`src/rtl/state_mat_seq_if.sv`:
```
// Access bus of the data_mat AES state matrix.
//   mat_col_in       : write data (column or row word)
//   mat_idx          : row or column index
//   mat_row_col      : 0 = row access, 1 = column access
//   mat_read_write   : 0 = read, 1 = write
//   mat_write_enable : write strobe
//   mat_out          : read data, combinational from the current address
// master = sequencer side, slave = matrix side.
interface state_mat_seq_if;
   logic [31:0] mat_col_in;
   logic [1:0]  mat_idx;
   logic        mat_row_col;
   logic        mat_read_write;
   logic        mat_write_enable;
   logic [31:0] mat_out;

   modport master (
      output mat_col_in, mat_idx, mat_row_col, mat_read_write, mat_write_enable,
      input  mat_out
   );

   modport slave (
      input  mat_col_in, mat_idx, mat_row_col, mat_read_write, mat_write_enable,
      output mat_out
   );
endinterface

```
`src/rtl/state_mat_seq.sv`:
```
// Sole master of the data_mat state matrix: loads four 32-bit columns from a
// valid/ready stream, applies ShiftRows SHIFT_PASSES times in place (row read
// then rotated row write for rows 1..3), then unloads the four columns on a
// second valid/ready stream.
//   clk, rst_n          : clock, synchronous active-low reset
//   in_data/valid/ready : column load stream, row 0 in [31:24]
//   out_data/valid/ready: column unload stream, same byte order
//   busy                : high while shifting or unloading
//   done                : one-cycle pulse after the last unload beat
//   mat                 : data_mat access bus (master side)
module state_mat_seq #(
   parameter int SHIFT_PASSES = 1
) (
   input  logic               clk,
   input  logic               rst_n,
   input  logic [31:0]        in_data,
   input  logic               in_valid,
   output logic               in_ready,
   output logic [31:0]        out_data,
   output logic               out_valid,
   input  logic               out_ready,
   output logic               busy,
   output logic               done,
   state_mat_seq_if.master    mat
);

   typedef enum logic [1:0] {LOAD, SHIFT_RD, SHIFT_WR, UNLOAD} state_e;

   localparam bit         DO_SHIFT  = (SHIFT_PASSES > 0);
   localparam logic [1:0] LAST_PASS = (SHIFT_PASSES > 0) ? 2'(SHIFT_PASSES - 1) : 2'd0;

   state_e      state_q, state_d;
   logic [1:0]  idx_cnt_q, idx_cnt_d;
   logic [1:0]  row_cnt_q, row_cnt_d;
   logic [1:0]  pass_cnt_q, pass_cnt_d;
   logic [31:0] row_buf_q, row_buf_d;
   logic        done_q, done_d;

   always_ff @(posedge clk) begin
      if (!rst_n) begin
         state_q    <= LOAD;
         idx_cnt_q  <= '0;
         row_cnt_q  <= '0;
         pass_cnt_q <= '0;
         row_buf_q  <= '0;
         done_q     <= 1'b0;
      end else begin
         state_q    <= state_d;
         idx_cnt_q  <= idx_cnt_d;
         row_cnt_q  <= row_cnt_d;
         pass_cnt_q <= pass_cnt_d;
         row_buf_q  <= row_buf_d;
         done_q     <= done_d;
      end
   end

   always_comb begin
      state_d              = state_q;
      idx_cnt_d            = idx_cnt_q;
      row_cnt_d            = row_cnt_q;
      pass_cnt_d           = pass_cnt_q;
      row_buf_d            = row_buf_q;
      done_d               = 1'b0;
      in_ready             = 1'b0;
      out_valid            = 1'b0;
      out_data             = '0;
      busy                 = 1'b0;
      mat.mat_col_in       = '0;
      mat.mat_idx          = '0;
      mat.mat_row_col      = 1'b0;
      mat.mat_read_write   = 1'b0;
      mat.mat_write_enable = 1'b0;

      case (state_q)
         LOAD: begin
            in_ready             = 1'b1;
            mat.mat_row_col      = 1'b1;
            mat.mat_read_write   = 1'b1;
            mat.mat_idx          = idx_cnt_q;
            mat.mat_col_in       = in_data;
            mat.mat_write_enable = in_valid;
            if (in_valid) begin
               if (idx_cnt_q == 2'd3) begin
                  idx_cnt_d = '0;
                  if (DO_SHIFT) begin
                     state_d    = SHIFT_RD;
                     row_cnt_d  = 2'd1;
                     pass_cnt_d = '0;
                  end else begin
                     state_d = UNLOAD;
                  end
               end else begin
                  idx_cnt_d = idx_cnt_q + 2'd1;
               end
            end
         end

         SHIFT_RD: begin
            busy        = 1'b1;
            mat.mat_idx = row_cnt_q;
            row_buf_d   = mat.mat_out;
            state_d     = SHIFT_WR;
         end

         SHIFT_WR: begin
            busy                 = 1'b1;
            mat.mat_read_write   = 1'b1;
            mat.mat_idx          = row_cnt_q;
            mat.mat_write_enable = 1'b1;
            // Row r rotates left by r bytes: column c takes old column c+r.
            case (row_cnt_q)
               2'd1:    mat.mat_col_in = {row_buf_q[23:0], row_buf_q[31:24]};
               2'd2:    mat.mat_col_in = {row_buf_q[15:0], row_buf_q[31:16]};
               2'd3:    mat.mat_col_in = {row_buf_q[7:0],  row_buf_q[31:8]};
               default: mat.mat_col_in = row_buf_q;
            endcase
            if (row_cnt_q != 2'd3) begin
               row_cnt_d = row_cnt_q + 2'd1;
               state_d   = SHIFT_RD;
            end else if (pass_cnt_q < LAST_PASS) begin
               pass_cnt_d = pass_cnt_q + 2'd1;
               row_cnt_d  = 2'd1;
               state_d    = SHIFT_RD;
            end else begin
               state_d = UNLOAD;
            end
         end

         UNLOAD: begin
            busy            = 1'b1;
            mat.mat_row_col = 1'b1;
            mat.mat_idx     = idx_cnt_q;
            out_data        = mat.mat_out;
            out_valid       = 1'b1;
            if (out_ready) begin
               if (idx_cnt_q == 2'd3) begin
                  idx_cnt_d = '0;
                  state_d   = LOAD;
                  done_d    = 1'b1;
               end else begin
                  idx_cnt_d = idx_cnt_q + 2'd1;
               end
            end
         end

         default: state_d = LOAD;
      endcase

      // Reset is synchronous, so the state register still holds the old
      // state during the reset cycle; mask the visible strobes here.
      if (!rst_n) begin
         in_ready             = 1'b0;
         out_valid            = 1'b0;
         busy                 = 1'b0;
         mat.mat_write_enable = 1'b0;
      end
   end

   assign done = done_q & rst_n;

endmodule

```
`src/flat_wrapper.sv`:
```
// flat-port wrapper written by rule: the top's interface ports become plain ports
module state_mat_seq_flat 
#(
   parameter int SHIFT_PASSES = 1
)
  (clk, rst_n, in_data, in_valid, in_ready, out_data, out_valid, out_ready, busy, done, mat_mat_col_in, mat_mat_idx, mat_mat_row_col, mat_mat_read_write, mat_mat_write_enable, mat_mat_out);
  state_mat_seq_if mat_i ();
  input  logic clk;
  input  logic rst_n;
  input  logic [31:0] in_data;
  input  logic in_valid;
  output logic in_ready;
  output logic [31:0] out_data;
  output logic out_valid;
  input  logic out_ready;
  output logic busy;
  output logic done;
  output wire logic [$bits(mat_i.mat_col_in)-1:0] mat_mat_col_in;
  output wire logic [$bits(mat_i.mat_idx)-1:0] mat_mat_idx;
  output wire logic [$bits(mat_i.mat_row_col)-1:0] mat_mat_row_col;
  output wire logic [$bits(mat_i.mat_read_write)-1:0] mat_mat_read_write;
  output wire logic [$bits(mat_i.mat_write_enable)-1:0] mat_mat_write_enable;
  input wire logic [$bits(mat_i.mat_out)-1:0] mat_mat_out;
  assign mat_mat_col_in = mat_i.mat_col_in;
  assign mat_mat_idx = mat_i.mat_idx;
  assign mat_mat_row_col = mat_i.mat_row_col;
  assign mat_mat_read_write = mat_i.mat_read_write;
  assign mat_mat_write_enable = mat_i.mat_write_enable;
  assign mat_i.mat_out = mat_mat_out;
  state_mat_seq #(.SHIFT_PASSES(SHIFT_PASSES)) u_core (.clk(clk), .rst_n(rst_n), .in_data(in_data), .in_valid(in_valid), .in_ready(in_ready), .out_data(out_data), .out_valid(out_valid), .out_ready(out_ready), .busy(busy), .done(done), .mat(mat_i));
endmodule
```
`config.mk`:
```
export PLATFORM = sky130hd
export DESIGN_NAME = state_mat_seq_flat
export DESIGN_NICKNAME = d
export VERILOG_FILES = /design/src/rtl/state_mat_seq_if.sv /design/src/rtl/state_mat_seq.sv /design/src/flat_wrapper.sv
export SDC_FILE = /design/constraint.sdc
export NUM_CORES = 1
export LEC_CHECK = 0
export CAP_MARGIN = 10
export CORE_MARGIN = 3
export CORE_UTILIZATION = 30
export CTS_BUF_LIST = sky130_fd_sc_hd__clkbuf_4 sky130_fd_sc_hd__clkbuf_8 sky130_fd_sc_hd__clkbuf_16
export CTS_CLUSTER_SIZE = 16
export DETAILED_ROUTE_END_ITERATION = 12
export GPL_TIMING_DRIVEN = 0
export SLEW_MARGIN = 20
export SYNTH_ARGS = -nofsm -noshare
export SYNTH_HDL_FRONTEND = slang
export SYNTH_SLANG_ARGS = --single-unit
export TNS_END_PERCENT = 5
```
`constraint.sdc`:
```
create_clock -name clk -period 2.97 [get_ports clk]
set_clock_uncertainty 0.1 [all_clocks]
set_input_delay 0.891 -clock clk [delete_from_list [all_inputs] [get_ports clk]]
set_output_delay 0.891 -clock clk [all_outputs]
set_load 0.01 [all_outputs]
```
# == Yosys cells after proc, flatten, opt, wreduce, memory -nomap -nowiden ==
# Cells that the tools add are included.
# totals
wordCells,71
inputBits,68
out_inout_bits,73
romBits,0
regBits,41
mem_bits_rw,0
latch_bits,0
memories,0
# classes
eq_ne,15
n_mul,0
addsub,3
bitwise_logic,1
n_reduce_logical,12
muxes,33
n_lt_le_gt_ge,1
n_shift,0
div,0
# ops
op,n
32-bit one-hot mux with 3 select lines,1
32-bit one-hot mux with 2 select lines,1
32-bit two-way mux,1
2-bit two-way mux,14
2-bit one-hot mux with 2 select lines,4
2-bit == test (second input constant),5
1-bit two-way mux,10
2-bit != test (second input constant),4
2-bit one-hot mux with 4 select lines,1
4-bit AND reduction,2
2-bit by 1-bit adder with 2-bit output (second input constant),3
2-bit by 1-bit != test with 1-bit output (second input constant),3
3-bit AND reduction,2
2-bit OR reduction,3
5-bit AND reduction,1
2-bit by 1-bit == test with 1-bit output (second input constant),2
2-bit nonzero test,2
3-bit by 1-bit != test with 1-bit output (second input constant),1
3-bit OR reduction,1
2-bit zero test,1
2-bit by 1-bit < comparator with 1-bit output (second input constant),1
1-bit one-hot mux with 2 select lines,1
1-bit bitwise AND,1

# == Depth between registers and ports, before layout ==
# Gate-level depths: netlist of run 1.
# logic_depth
depth_word,4
ltp_mapped,7
depth_no_buf,5

# == Least setup slack after synthesis of run 1 ==
# No wires, ideal clock.
# synth_timing
path_type,input to output
startpoint,in rst_n
endpoint,out mat_mat_write_enable
n_path_buf,2
required_ns,1.979
setup_slack_ns,0.446
arrival_time_ns,1.533
cell_stages,4
cell_sequence,inv_1 clkbuf_1 buf_2 nor2_1
# synth_between
elab_chain_len,1
# synth_rtl
element,line,rtl
"start, declared",flat_wrapper.sv:9,input logic rst_n;
1-bit two-way mux,state_mat_seq.sv:151,if (!rst_n) begin
"end, declared",flat_wrapper.sv:22,output wire logic [$bits(mat_i.mat_write_enable)-1:0] mat_mat_write_enable;
# Every way passes these cells.

# == Worst setup path in the final report of run 1 ==
# layout_timing
startpoint,reg u_core.row_cnt_q[0]
endpoint,out mat_mat_col_in[22]
# layout_between
elab_chain_len,3
word_cells_on_any_way,5
classes_between,eq/ne: 3; mux: 2
# layout_rtl
element,line,rtl
"start, declared",state_mat_seq.sv:34,"logic [1:0] row_cnt_q, row_cnt_d;"
"start signal, assigned",state_mat_seq.sv:50,row_cnt_q <= row_cnt_d;
2-bit == test / 2-bit by 1-bit == test with 1-bit output (equally long branches),state_mat_seq.sv:111,case (row_cnt_q)
32-bit one-hot mux with 3 select lines *,state_mat_seq.sv:111,
32-bit one-hot mux with 2 select lines *,state_mat_seq.sv:74,case (state_q)
"end, declared",flat_wrapper.sv:18,output wire logic [$bits(mat_i.mat_col_in)-1:0] mat_mat_col_in;
# Mark *: on every way between the ends. The rest lies on a longest branch, timed or not.

==> metrics, run 1 <==
outcome=complete, but fails checks; failing checks=negative setup slack; htree depth=2; HPWL after detailed placement=just under 9 mm; number of antenna repair diodes=0; Routability Congestion=around 0.9; total of max-cap violations=0; IO buf count=between 100 and 150; final net count=~570; Worst-path clk slew=around 0.080 ns; cell with the most instances after synthesis=dfxtp_1; setup ws final=-0.0493 ns; Slew Limit Fails=0; pre-CTS WS=-0.922 ns; GRT Util Overall=0.212; FFs w/ async S/R, synth=0; M1 wire length=4.88 mm; Via density=between 5 and 6; top post-synthesis cells by area=dfxtp_1, mux2i_1, a222oi_1, a22o_1, and2_1; sequential-to-total area share from yosys stat=0.277; FMAX=~330 MHz; top cells by count, synth=dfxtp_1, nand2_1, nor2_1; Yosys top cell by area=dfxtp_1; Slew @ Worst Pin=a little over 0.5 ns; initial antenna violation count=0; RR Startpoint=u_core.state_q[1]; DIE WIDTH=roughly 100 um; Worst Hold Launch=u_core.idx_cnt_q[1]; crit path launch type=register; Max Used Layer=met4; # IOs=141; Residual DRC=0; vias in the first global route=~3400; fin crit period=slightly above 3 ns; Hold WS=0.428 ns; part of the cycle the worst path needs=1.02; main flop type after synthesis=dfxtp_1; Yosys cell types=32; total congestion overflow=0; max_slew headroom=0.658; met3 routed WL=roughly 1.0 mm; die height=around 100 um; die area=between 0.01 and 0.015 mm^2; Syn Area/Cell=a little over 8 um^2; DRT Pass-1 Iters=7; yosys warns=0; initial core utilization=0.315; setup TNS=-0.181 ns; Crit. Startpoint=u_core.row_cnt_q[0]; Critical Path RT=1.98 ns; Clock Latency Late Sink=around 0.29 ns; dpl cell area=roughly 0.0044 mm^2; TritonCTS Buffers=5; crit-path max FO=10; met2 WL=around 5.3 mm; power density cells=around 640 mW/mm^2; Gate Count Post-Synth=approximately 350; DR iter-0 viols=480; area delta synth->final=61.7%; Post-synth EDFFs=0; Arrival @ worst endpoint=between 2 and 2.5 ns; Antenna Nets Post-Route=0; fraction of layout cells with a size suffix above 1=0.151; final hold violations=0; CTS Sinks=39; # fillers=924; Clock Tree Buf Depth=2; Post-Route WL=around 11 mm; flops & latches, synth=39; Routed wire per std cell=roughly 19 um; cell area after synthesis=0.00282 mm^2; RSZ-0062 raised after global routing=true; core area=~0.0089 mm^2; first-pass GRT wire length=about 18 mm; Hold WC Path Type=register to register; crit end category=output pin; LEAKAGE=1.85 nW; Rows=34; CTS tree=done; final instance area=roughly 0.0046 mm^2; DR vias=approximately 3400; Root Buffer=clkbuf_8; largest net degree at the start of global routing=14; Peak VDD IR=about 0.00024 V; top cell type's share of synthesized area=0.277; Worst Path Class, Setup=register to output pin; endpoints failing setup=11; Mapped Nets=424
==> where the power goes <==
group          switching, mW  internal (mW)  total, mW
Combinational          0.842          0.774       1.62
Sequential             0.181          0.646      0.827
Clock                  0.199          0.276      0.476
Total                   1.22           1.70       2.92
==> path summary, 6_finish.rpt <==
check / end / slack, ns / depth (start not counted)
max: mat_mat_col_in[22] / -0.05 / 6
min: u_core.idx_cnt_q[1] / 0.43 / 2
max reg2reg: u_core.row_buf_q[19] / 1.16 / 6
min reg2reg: u_core.idx_cnt_q[1] / 0.43 / 2
==> metal layers <==
metal	track usage	up-vias
li1	-	1603
met3	0.0386	18
met1	0.290	1547
met4	0.0627	0
met5	0	-
met2	0.342	200
==> worst max-delay path, cell delays in order, from the launching register on <==
cell and delay [ns]:
dfxtp_4 0.37, ha_2 0.23, buf_4 0.19, a222oi_1 0.36, o21ai_1 0.12, a22o_1 0.18, dlygate4sd2_1 0.28
==> cell type report <==
| class | instances | area [um^2] | share of cell area |
|---|---|---|---|
| clock buffers | 6 | 82.6 | 0.0181 |
| flip-flops and latches | 39 | 793 | 0.174 |
| multi-input cells | 266 | 1900 | 0.417 |
| repair buffers | 145 | 1330 | 0.293 |
| inverters | 6 | 26.3 | 0.00577 |
| clock inverters | 2 | 38.8 | 0.00851 |
| plain buffers | 34 | 245 | 0.0538 |
| well taps | 108 | 135 | 0.0297 |
==> stage by stage <==
| stage | utilization | total power [mW] | cells |
|---|---|---|---|
| floorplan | - | 1.70 | 347 |
| global placement | 0.487 | 2.40 | 595 |
| detailed placement | 0.487 | 2.42 | 595 |
| CTS | 0.509 | 2.91 | 605 |
| global route | 0.510 | 3.11 | 606 |
| finish | 0.510 | 2.92 | 606 |
==> layout by cell type, fill, tap and decap left out, types with 3 or more instances in the layout <==
master           Yosys  routed
buf_6                0       4
inv_1                6       3
clkdlybuf4s50_1      0      72
dfxtp_1             39      35
ha_4                 0       3
nand2_1             34      34
buf_4                1      13
clkbuf_2             1      13
and2_2               3       3
a222oi_1            32      32
mux2i_1             33      33
and2_1              32      32
dfxtp_4              0       3
clkbuf_1            17       3
buf_2               13       9
a22o_1              32      32
nor2_1              34      34
clkbuf_4             0       3
dlygate4sd2_1        0      54
a21oi_1              4       4
o21ai_0             29       4
o21ai_1              5      30
ha_1                 9       4
clkbuf_8             0       9
==> flip-flops by register name, summed over array words and instances, names as in the netlist <==
signal,count
u_core.state_q,2
u_core.row_buf_q,32
u_core.idx_cnt_q,2
u_core.row_cnt_q,2
u_core.done_q,1
==> cell families (layout without fill, tap and decap cells) <==
kind of cell,Yosys count,after routing,share of synthesized area
AOI/OAI and AO/OA,107,107,0.297
adders and majority gates,9,9,0.0400
muxes,35,35,0.125
buffers and inverters,42,193,0.0635
DFF,39,39,0.277
and+or+nand+nor,115,115,0.198
==> repair_timing <==
item	CTS	global route
setup buffers	3	1
gates resized for setup	143	38
endpoints found under the setup margin	71	36
cloned	1	0
hold buffers	0	0
pin swaps	7	33
Note: power is estimated with default switching activity, not from simulation.
==> run 2, diff against run 1 <==
--- a/config.mk
+++ b/config.mk
@@ -7,11 +7,12 @@
 export LEC_CHECK = 0
 export CAP_MARGIN = 10
 export CORE_MARGIN = 3
-export CORE_UTILIZATION = 30
+export CORE_UTILIZATION = 41
 export CTS_BUF_LIST = sky130_fd_sc_hd__clkbuf_4 sky130_fd_sc_hd__clkbuf_8 sky130_fd_sc_hd__clkbuf_16
 export CTS_CLUSTER_SIZE = 16
 export DETAILED_ROUTE_END_ITERATION = 12
 export GPL_TIMING_DRIVEN = 0
+export PLACE_DENSITY = 0.82
 export SLEW_MARGIN = 20
 export SYNTH_ARGS = -nofsm -noshare
 export SYNTH_HDL_FRONTEND = slang
==> run 2 against run 1 <==
Routed wire length down 4.7%. Utilization up 18 points. Critical endpoint is now mat_mat_col_in[18]. Critical path type unchanged. Die area down 25%. Total power down 0.39%. Setup slack worse by 0.0088 ns. The flow still finishes with violations (negative setup slack). Clock-buffer cell count down 1. First-iteration DRC count up 7.5%. Sequential power down 0.7%. Via count up 2.1%. Hold slack worse by 0.0014 ns.
==> metrics, run 2 (synthesis results as in run 1) <==
# IOs=about 140; GRT Util Overall=0.264; FMAX=about 330 MHz; worst path bufs/invs=3; commonest non-fill, non-tap cell in the layout=clkdlybuf4s50_1; clock power share=0.155; crit path launch type=register; DR iter-0 viols=a little over 500; Routed wire per std cell=about 19 um; Tot Pwr=slightly below 3 mW; die area=about 0.0079 mm^2; crit-path cells=inv_1 -> ha_4 -> buf_6 -> a222oi_1 -> o21ai_1 -> a22o_1 -> dlygate4sd2_1; max reg flops=32; Rows=29; outcome=complete, but fails checks; Peak VDD IR=around 0.00025 V; CP max stage delay=0.38 ns; proportion of power drawn by flip-flops and latches=0.282; total of max-cap violations=0; pre-CTS WS=-0.945 ns; TritonCTS Buffers=5; failing checks=negative setup slack; area delta synth->final=59.2%; core area=roughly 0.0065 mm^2; CTS Sinks=39; Clock Latency Late Sink=around 0.30 ns; IO buf count=140; vias in the first global route=between 3000 and 4000; P_int=1.68 mW; initial antenna violation count=0; Root Buffer=clkbuf_8; HPWL after detailed placement=between 8 and 9 mm; DR vias=3438; Routability Congestion=0.945; Worst Path Class, Setup=register to output pin; Clock Tree Buf Depth=2; Slew @ Worst Pin=0.520 ns; switching portion of total power=0.424; Logic pwr share=0.563; die height=roughly 89 um; htree depth=2; largest net degree at the start of global routing=14; setup ws final=-0.0581 ns; final hold violations=0; Biggest register=u_core.row_buf_q; CTS tree=done; CTS Hold Buffers Added=0; Hold WS=0.427 ns; Arrival @ worst endpoint=between 2 and 2.5 ns; Post-Route WL=roughly 11 mm; first-pass GRT wire length=~16 mm; Worst-path clk slew=about 0.080 ns; part of the cycle the worst path needs=1.02; Residual DRC=0; kind of cell adding the most delay to the critical path=compound AO/OA/AOI/OAI gates; number of antenna repair diodes=0; final net count=573; setup TNS=-0.352 ns; total congestion overflow=0; max_slew headroom=0.653; power density cells=approximately 650 mW/mm^2; crit-path max FO=10; fraction of layout cells with a size suffix above 1=0.161; final instance area=~0.0045 mm^2; initial core utilization=0.434; RSZ-0062 raised after global routing=true; crit end category=output pin; commonest cells after routing, fill and taps aside=clkdlybuf4s50_1, dlygate4sd2_1, dfxtp_1; LEAKAGE=1.83 nW; Antenna Nets Post-Route=0; DIE WIDTH=around 89 um; CP max-delay cell=a222oi_1; Critical Path RT=between 1.5 and 2 ns; endpoints failing setup=13; Slew Limit Fails=0; Hold WC Path Type=register to register; Via density=5.99; dpl cell area=around 0.0043 mm^2; switching power=1.23 mW; # fillers=between 500 and 600; DRT Pass-1 Iters=6; fin crit period=3.03 ns
[run 2: final timing paths]
| check | start | endpoint | cells past startpoint | slack, ns |
|---|---|---|---|---|
| max reg2reg | u_core.state_q[1] | u_core.row_buf_q[20] | 6 | 1.17 |
| min | u_core.idx_cnt_q[1] | u_core.idx_cnt_q[1] | 2 | 0.43 |
| min reg2reg | u_core.idx_cnt_q[1] | u_core.idx_cnt_q[1] | 2 | 0.43 |
| max | u_core.row_cnt_q[1] | mat_mat_col_in[18] | 7 | -0.06 |
[run 2: routing by layer]
layer  global-route usage  wire length, um  up-vias
met1                0.373             4640     1574
li1                     -                -     1595
met5                    0                0        -
met4               0.0536              174        0
met2                0.419             4940      248
met3               0.0535             1170       21
[run 2: what timing repair did]
item	CTS	global route
pin swaps	20	37
gates resized for setup	144	58
setup buffers	1	3
endpoints found under the setup margin	69	33
hold endpoints to repair	0	0
[run 2: per-stage QoR]
stage,std cells,utilization
after global routing,574,0.691
after global placement,564,0.664
after detailed placement,564,0.664
final,574,0.691
after CTS,571,0.685
after floorplan,347,-
[run 2: area by class of cell]
class                   count  area, um^2  share of cell area
flip-flops and latches     39         788               0.176
plain buffers              34         265              0.0591
inverters                   6        26.3             0.00586
well taps                  77        96.3              0.0215
clock buffers               5        68.8              0.0153
multi-input cells         266        1900               0.424
clock inverters             3        43.8             0.00976
repair buffers            144        1290               0.288
[run 2: worst register-to-register path, cell delays in order, from the launching register on]
cell and delay, ns:
dfxtp_2 0.35, inv_1 0.08, ha_1 0.14, clkbuf_1 0.31
buf_2 0.36, mux2i_1 0.27, nor2_1 0.06
[run 2: power groups by stage]
stage,Sequential [mW],Combinational [mW],Clock (mW)
2_1_floorplan,0.751,0.947,0
3_3_place_gp,0.800,1.57,0
3_5_place_dp,0.807,1.59,0
4_1_cts,0.802,1.57,0.453
5_1_grt,0.833,1.75,0.474
6_report,0.821,1.64,0.451
==> run 3, diff against run 2 <==
--- a/config.mk
+++ b/config.mk
@@ -6,14 +6,13 @@
 export NUM_CORES = 1
 export LEC_CHECK = 0
 export CAP_MARGIN = 10
-export CORE_MARGIN = 3
+export CORE_MARGIN = 8
 export CORE_UTILIZATION = 41
 export CTS_BUF_LIST = sky130_fd_sc_hd__clkbuf_4 sky130_fd_sc_hd__clkbuf_8 sky130_fd_sc_hd__clkbuf_16
 export CTS_CLUSTER_SIZE = 16
 export DETAILED_ROUTE_END_ITERATION = 12
 export GPL_TIMING_DRIVEN = 0
 export PLACE_DENSITY = 0.82
-export SLEW_MARGIN = 20
 export SYNTH_ARGS = -nofsm -noshare
 export SYNTH_HDL_FRONTEND = slang
 export SYNTH_SLANG_ARGS = --single-unit
==> run 3 against run 2 <==
The run still ends with negative setup slack left. Routed wire length rose by 8.8%. Global-route usage fell by 2.7 points. Largest power group unchanged. Critical path type unchanged. Die area is 24% higher.
==> metrics, run 3 (synthesis results as in run 1) <==
# IOs=141; CP max-delay cell=dfxtp_4; DIE WIDTH=98.9 um; core area=roughly 0.0067 mm^2; Arrival @ worst endpoint=slightly above 2 ns; kind of cell adding the most delay to the critical path=compound AO/OA/AOI/OAI gates; Biggest register=u_core.row_buf_q; Antenna Nets Post-Route=0; DR vias=roughly 3500; Residual DRC=0; crit-path cells=inv_2 -> ha_4 -> buf_6 -> a222oi_1 -> o21ai_1 -> a22o_1 -> dlygate4sd2_1; GRT Util Overall=0.237; endpoints failing setup=10; outcome=complete, but fails checks; crit path launch type=register; number of antenna repair diodes=0; Critical Path RT=between 1.5 and 2 ns; Routability Congestion=0.902; CTS Sinks=39; max_slew headroom=0.632; area delta synth->final=60.9%; commonest cells after routing, fill and taps aside=clkdlybuf4s50_1, dlygate4sd2_1, dfxtp_1; clock power share=0.164; placed insts=~570; fraction of layout cells with a size suffix above 1=0.153; total of max-cap violations=0; setup ws final=-0.0440 ns; part of the cycle the worst path needs=1.01; P_int=around 1.7 mW; vias in the first global route=approximately 3500; Rows=30; HPWL after detailed placement=approximately 8.9 mm; FMAX=approximately 330 MHz; DR iter-0 viols=548; die area=about 0.0098 mm^2; dpl cell area=between 0.004 and 0.005 mm^2; crit-path max FO=10; DRT Pass-1 Iters=8; first-pass GRT wire length=roughly 19 mm; max reg flops=32; Via density=6.00; Worst-path clk slew=approximately 0.08 ns; final net count=between 500 and 600; crit end category=output pin; die height=slightly below 100 um; proportion of power drawn by flip-flops and latches=0.277; Clock Tree Buf Depth=2; Logic pwr share=0.559; Slew Limit Fails=0; CP max stage delay=just under 0.4 ns; worst path bufs/invs=3; TritonCTS Buffers=5; initial antenna violation count=0; failing checks=negative setup slack; final instance area=approximately 0.0045 mm^2; largest net degree at the start of global routing=14; IO buf count=140; CTS tree=done; Hold WC Path Type=register to register; Final Non-Filler Cells=just under 600; Worst Path Class, Setup=register to output pin; switching portion of total power=0.426; total congestion overflow=0; Root Buffer=clkbuf_8; Post-Route WL=between 10 and 15 mm; initial core utilization=0.419; fin util=0.675; Peak VDD IR=just under 0.0005 V; final hold violations=0; RSZ-0062 raised after global routing=true; setup TNS=-0.203 ns; Hold WS=between 0.4 and 0.5 ns; fin crit period=~3 ns; power density cells=roughly 660 mW/mm^2; Slew @ Worst Pin=0.552 ns; commonest non-fill, non-tap cell in the layout=clkdlybuf4s50_1; switching power=approximately 1.3 mW; htree depth=2; Routed wire per std cell=20.6 um; Clock Latency Late Sink=0.30 ns; LEAKAGE=between 1.5 and 2 nW
-- run 3: changes by cell type in the layout (fill, tap and decap cells not counted), moves of 3 or more --
cell and change:
dfxtp_4 +3, dfxtp_2 -3, clkbuf_4 +3, dlygate4sd2_1 +3, clkbuf_2 -8, buf_2 +3
-- run 3: final timing paths --
| check | startpoint | slack (ns) | cells past startpoint | endpoint |
|---|---|---|---|---|
| setup / recovery | u_core.row_cnt_q[1] | -0.04 | 7 | mat_mat_col_in[0] |
| hold / removal | u_core.idx_cnt_q[1] | 0.42 | 2 | u_core.idx_cnt_q[1] |
| setup reg to reg | u_core.state_q[1] | 1.15 | 6 | u_core.row_buf_q[17] |
| hold reg to reg | u_core.idx_cnt_q[1] | 0.42 | 2 | u_core.idx_cnt_q[1] |
-- run 3: layer usage --
layer,vias up,track usage,share of wire
met3,21,0.0578,0.11
met4,0,0.0661,0.013
li1,1609,-,-
met1,1616,0.292,0.41
met2,218,0.400,0.47
met5,-,0,0
-- run 3: repair_timing --
item                       CTS  global route
pin swaps                   24            23
hold buffers                 0             0
buffers inserted             3             0
gates resized for setup    150            47
setup endpoints to repair   69            36
cloned                       1             0
-- run 3: cell type report --
type                    instances  area [um^2]
repair buffers                144         1320
clock inverters                 2         38.8
multi-input cells             266         1910
fillers                       598         2190
flip-flops and latches         39          796
plain buffers                  34          260
clock buffers                   6         82.6
well taps                      80          100
inverters                       6         26.3
-- run 3: worst reg2reg max path, delay by kind of cell (launching register included) --
family        cells  cell delay (ns)
buf+inv           3             0.79
flops             1             0.37
fa+ha+maj         1             0.14
simple gates      1             0.05
mux               1             0.24
-- run 3: power by group through the flow --
stage	clock [mW]	combinational [mW]	sequential, mW
floorplan	0	0.947	0.751
global route	0.504	1.80	0.832
CTS	0.487	1.63	0.803
detailed placement	0	1.62	0.806
global placement	0	1.60	0.803
finish	0.488	1.66	0.823
-- run 3: metrics by stage --
| stage | worst slack [ns] | power [mW] |
|---|---|---|
| 6_report | -0.0440 | 2.97 |
| 5_1_grt | -0.107 | 3.14 |
| 4_1_cts | -0.0552 | 2.92 |
| 3_5_place_dp | -0.909 | 2.42 |
| 3_3_place_gp | -0.865 | 2.40 |
| 2_1_floorplan | 0.446 | 1.70 |
